### config.mk
export PLATFORM = sky130hd
export DESIGN_NAME = row_addr_sequencer
export DESIGN_NICKNAME = d
export VERILOG_FILES = /design/src/rtl/row_addr_sequencer.sv
export SDC_FILE = /design/constraint.sdc
export NUM_CORES = 1
export LEC_CHECK = 0
export BUFFER_PORTS_ARGS = -buffer_cell sky130_fd_sc_hd__buf_2
export CAP_MARGIN = 20
export CORE_UTILIZATION = 55
export CTS_BUF_LIST = sky130_fd_sc_hd__clkbuf_16
export DETAILED_ROUTE_END_ITERATION = 8
export PLACE_DENSITY_LB_ADDON = 0.25
export SYNTH_ARGS = -nofsm -noshare
export SYNTH_HDL_FRONTEND = slang
export SYNTH_SLANG_ARGS = --single-unit
export TNS_END_PERCENT = 50
### constraint.sdc
create_clock -name clk -period 3.6 [get_ports clk]
set_input_delay 0.36 -clock clk [delete_from_list [all_inputs] [get_ports clk]]
set_output_delay 0.36 -clock clk [all_outputs]
set_load 0.03 [all_outputs]
### src/rtl/row_addr_sequencer.sv
`timescale 1ns/1ps
`default_nettype none
// ============================================================================
// Module   : row_addr_sequencer
// Brief    : Steps a one-hot decoder's row index through a programmable run of
//            rows, holding each row for a programmable dwell, with stall and
//            busy/done handshaking.
// Revision : 1.0 - initial release
// ============================================================================
module row_addr_sequencer #(
    parameter int N  = 4,
    parameter int DW = 4
) (
    input  logic          clk,
    input  logic          rst,
    input  logic          start_i,
    input  logic [N-1:0]  base_addr_i,
    input  logic [N:0]    num_rows_i,
    input  logic [DW-1:0] dwell_i,
    input  logic          stall_i,
    output logic [N-1:0]  addr_o,
    output logic          addr_valid_o,
    output logic          busy_o,
    output logic          done_o
);

    typedef enum logic [1:0] {
        S_IDLE = 2'd0,
        S_RUN  = 2'd1,
        S_DONE = 2'd2
    } state_t;

    state_t        state_q,     state_d;
    logic [N-1:0]  addr_q,      addr_d;
    logic          valid_q,     valid_d;
    logic          busy_q,      busy_d;
    logic          done_q,      done_d;
    logic [N:0]    remaining_q, remaining_d;
    logic [DW-1:0] dwell_cnt_q, dwell_cnt_d;
    logic [DW-1:0] dwell_q,     dwell_d;

    always_ff @(posedge clk or posedge rst) begin
        if (rst) begin
            state_q     <= S_IDLE;
            addr_q      <= '0;
            valid_q     <= 1'b0;
            busy_q      <= 1'b0;
            done_q      <= 1'b0;
            remaining_q <= '0;
            dwell_cnt_q <= '0;
            dwell_q     <= '0;
        end else begin
            state_q     <= state_d;
            addr_q      <= addr_d;
            valid_q     <= valid_d;
            busy_q      <= busy_d;
            done_q      <= done_d;
            remaining_q <= remaining_d;
            dwell_cnt_q <= dwell_cnt_d;
            dwell_q     <= dwell_d;
        end
    end

    always_comb begin
        state_d     = state_q;
        addr_d      = addr_q;
        valid_d     = valid_q;
        busy_d      = busy_q;
        done_d      = 1'b0;
        remaining_d = remaining_q;
        dwell_cnt_d = dwell_cnt_q;
        dwell_d     = dwell_q;

        case (state_q)
            S_IDLE: begin
                valid_d = 1'b0;
                busy_d  = 1'b0;
                if (start_i) begin
                    dwell_d = dwell_i;
                    if (num_rows_i != '0) begin
                        state_d     = S_RUN;
                        addr_d      = base_addr_i;
                        valid_d     = 1'b1;
                        busy_d      = 1'b1;
                        dwell_cnt_d = dwell_i;
                        remaining_d = num_rows_i;
                    end else begin
                        // Empty scan still produces a done pulse so the
                        // controller sees a uniform handshake.
                        state_d     = S_DONE;
                        busy_d      = 1'b1;
                        done_d      = 1'b1;
                        remaining_d = '0;
                        dwell_cnt_d = '0;
                    end
                end
            end

            S_RUN: begin
                if (!stall_i) begin
                    if (dwell_cnt_q != '0) begin
                        dwell_cnt_d = dwell_cnt_q - DW'(1);
                    end else if (remaining_q == (N+1)'(1)) begin
                        state_d     = S_DONE;
                        valid_d     = 1'b0;
                        done_d      = 1'b1;
                        remaining_d = '0;
                    end else begin
                        // Natural N-bit overflow gives the modulo-2^N wrap.
                        addr_d      = addr_q + N'(1);
                        remaining_d = remaining_q - (N+1)'(1);
                        dwell_cnt_d = dwell_q;
                    end
                end
            end

            S_DONE: begin
                state_d = S_IDLE;
                valid_d = 1'b0;
                busy_d  = 1'b0;
            end

            default: begin
                state_d = S_IDLE;
                valid_d = 1'b0;
                busy_d  = 1'b0;
            end
        endcase
    end

    assign addr_o       = addr_q;
    assign addr_valid_o = valid_q;
    assign busy_o       = busy_q;
    assign done_o       = done_q;

endmodule
`default_nettype wire

==> results.md <==
| Item | This run |
| --- | --- |
| Number of DRC markers in iteration 0 | 25 |
| Core region area | 2230 sq um |
| Final hold vios | 0 |
| Endpoint class of the critical path | flop |
| Pwr Density | 852 nW/um^2 |
| Commonest cells after routing, fill and taps aside | buf_2, dfrtp_1, nand2_1 |
| Inserted Diodes | 0 |
| Yosys top cell area share | 0.417 |
| Global routing usage on met1 | 0.324 |
| Launching point of the worst reg2reg path | dwell_cnt_q[0]$_DFFE_PP0P_ |
| TritonCTS buffer count | 3 |
| Detailed-placement wirelength estimate | 2150 um |
| Max cap viols | 0 |
| P_leak | 0.695 nW |
| Number of synthesized register bits | 22 |
| Fraction of final layout cells with drive strength greater than 1 | 0.247 |
| Clock network fraction of design power | 0.184 |
| Top Usage Layer GRT | met2 |
| Post-CTS clock slew at the launch and capture registers of the worst setup and hold paths | 0.06 ns |
| Number of synthesized flops with an enable pin | 0 |
| Warnings from Yosys | 0 |
| Worst clock skew | 0.00425 ns |
| Largest net degree at the start of global routing | 23 |
| Number of antenna violations at the first check in global routing | 0 |
| Headroom to the max-slew limit | 0.444 |
| Avg Inst Size Synth | 9.78 sq um |
| Number of library cell types mapped by synthesis | 47 |
| Startpoint type of the worst setup path | flop |
| Combined global-route utilization of all metal layers | 0.277 |
| Type of the worst setup path | flop to flop |
| Total Nets Final | 180 |
| Met3 usage | 0.0685 |
| Proportion of synthesized flip-flops having asynchronous set or reset | 1.00 |
| CP Data Required Time | 3.74 ns |
| Sequential cell fraction of total power | 0.361 |
| Skew-Pair Late Insertion Delay | 0.26 ns |
| Number of global-route vias before repair | 1129 |
| Drt via density | 6.31 |
| VDD IR-drop max | 0.551 mV |
| Most common cell after layout, fill and taps aside | buf_2 |
| Leading cell types by total area after synthesis | dfrtp_1, nand2_1, ha_1 |
| Main synth FF type | dfrtp_1 |
| Placer's final routability congestion estimate | 0.879 |
| Post-Synthesis Cell Area | 1320 sq um |
| Maximum net fanout on the critical path | 6 |
| Register area share after synthesis | 0.417 |
| Post-route DRC | 0 |
| Start point of the critical path | dwell_cnt_q[0]$_DFFE_PP0P_ |
| First-pass iteration count of the detailed router | 4 |
| Worst-case reg-to-reg path depth | 6 |
| Unrepaired setup endpoints after global routing | no |
| Max frequency | 457 MHz |
| Clock tree root driver cell | clkbuf_16 |
| Synthesized instance count | 135 |
| Status | completed |
| Number of core rows | 17 |
| Cell-internal power | 757 uW |
| Final-layout setup total negative slack | 0 ns |
| Overall die area | 2600 sq um |
| Number of hold buffers added after CTS | 0 |
| Die Y-Extent | 51.0 um |
| Combinational share of power | 0.455 |
| Post-CTS setup buffer count | 0 |
| Proportion of total power due to net switching | 0.417 |
| Final core utilization | 0.683 |
| GRT overflow | 0 |
| Class of the tightest hold or removal check | input pin to async pin |
| Yosys top cell by area | dfrtp_1 |
| Slew @ Worst Pin | 0.833 ns |
| Number of I/O pins | 24 |
| Die boundary width | 51.0 um |
| Buffers on Ports | 23 |
| Number of vias after detailed routing | 1173 |
| Final design instance area without fill | 1530 sq um |
| Final setup vio count | 0 |
| Wire length of the first global-routing pass | 5130 um |
| Area grow syn2layout | 15.6% |
| Nets in the synthesized netlist | 156 |
| Final-layout fill cell count | 183 |
| Count of instances resized after the clock tree is built | 0 |
| Fin crit share | 0.607 |
| Power dissipated by switching net loads | 543 uW |
| Met2 capacity usage during global routing | 0.439 |
| Arrival time worst endpoint | 2.33 ns |
| Number of max-slew violations in the final report | 0 |
| Clock tree from TritonCTS | built |
| Detailed-route wire length per cell | 16.2 um |
| Post-layout min period | 2.19 ns |
| Final wirelength | 3020 um |
| Dpl cell area | 1450 sq um |
| CTS Buffer Depth | 2 |
| Htree depth | 1 |
| Starting utilization of the core area | 0.591 |
| Clock tree sinks | 22 |
| Number of nets with antenna violations after detailed routing | 0 |
## through the flow
stage	power, mW	worst slack, ns	cells	hold WS (ns)
2_1_floorplan	0.913	1.77	135	0.349
3_3_place_gp	1.03	1.51	182	0.485
3_5_place_dp	1.05	1.46	182	0.476
4_1_cts	1.30	1.45	186	0.290
5_1_grt	1.39	1.14	186	0.347
6_report	1.30	1.41	186	0.258
## final cells by class
class | instances | area, sq um | share of cell area
multi-input combinational | 99 | 709 | 0.465
sequential | 22 | 551 | 0.361
timing repair buffer | 23 | 115 | 0.0754
clock buffer | 3 | 75.1 | 0.0492
inverter | 10 | 37.5 | 0.0246
tap | 28 | 35.0 | 0.0230
clock inverter | 1 | 3.75 | 0.00246
## metal layers
metal,wire (um),share of wire,up-vias
li1,-,-,550
met1,1350,0.45,573
met2,1410,0.47,39
met3,162,0.054,11
met4,98,0.032,0
met5,0,0,-
## kinds of logic after synthesis
logic type	share of synthesized area
buffers and inverters	0.0455
AO/OA/AOI/OAI	0.268
AND/OR/NAND/NOR	0.178
adder cells (fa/ha/maj)	0.0379
multiplexers	0.0531
flip-flops	0.417
## sequential cells by signal, indices dropped and copies added (netlist names)
name,flops
state_q,2
busy_o,1
addr_valid_o,1
done_o,1
addr_o,4
dwell_q,4
dwell_cnt_q,4
remaining_q,5
## worst max-delay path, stage by stage, from the launching register on
cell and delay, ns:
dfrtp_1 0.43, inv_1 0.08, ha_1 0.23, nor3b_1 0.51
nand3_1 0.29, o21ai_2 0.22, mux2_4 0.31
## power by group through the flow
stage / clock, mW / combinational [mW] / sequential, mW
global placement: 0 / 0.564 / 0.461
finish: 0.239 / 0.592 / 0.469
detailed placement: 0 / 0.586 / 0.468
CTS: 0.242 / 0.591 / 0.466
floorplan: 0 / 0.416 / 0.497
global route: 0.253 / 0.658 / 0.483
## worst paths after layout
kind,end,slack (ns)
min in group clk,dwell_q[0]$_DFFE_PP0P_,0.35
max in group asynchronous,addr_o[1]$_DFFE_PP0P_,2.82
setup / recovery,addr_o[1]$_DFFE_PP0P_,1.41
setup reg to reg,addr_o[1]$_DFFE_PP0P_,1.41
hold / removal,addr_valid_o$_DFFE_PP0P_,0.26
hold reg to reg,busy_o$_DFFE_PP0N_,0.51
## synthesized netlist by cell type, types with 2 or more instances
| master | n |
|---|---|
| o21ai_1 | 2 |
| a21o_1 | 2 |
| dfrtp_1 | 22 |
| nand2b_1 | 4 |
| o211ai_1 | 3 |
| a31oi_1 | 2 |
| a22o_1 | 4 |
| a21oi_1 | 7 |
| nand3_1 | 3 |
| nor4b_1 | 2 |
| ha_1 | 4 |
| nor2_1 | 8 |
| mux2_2 | 4 |
| o21ai_0 | 6 |
| o31ai_1 | 2 |
| inv_1 | 10 |
| nand2_1 | 14 |
| o41ai_1 | 2 |
| buf_2 | 3 |
| nor3_1 | 4 |
Power figures use the tool's default switching activity.
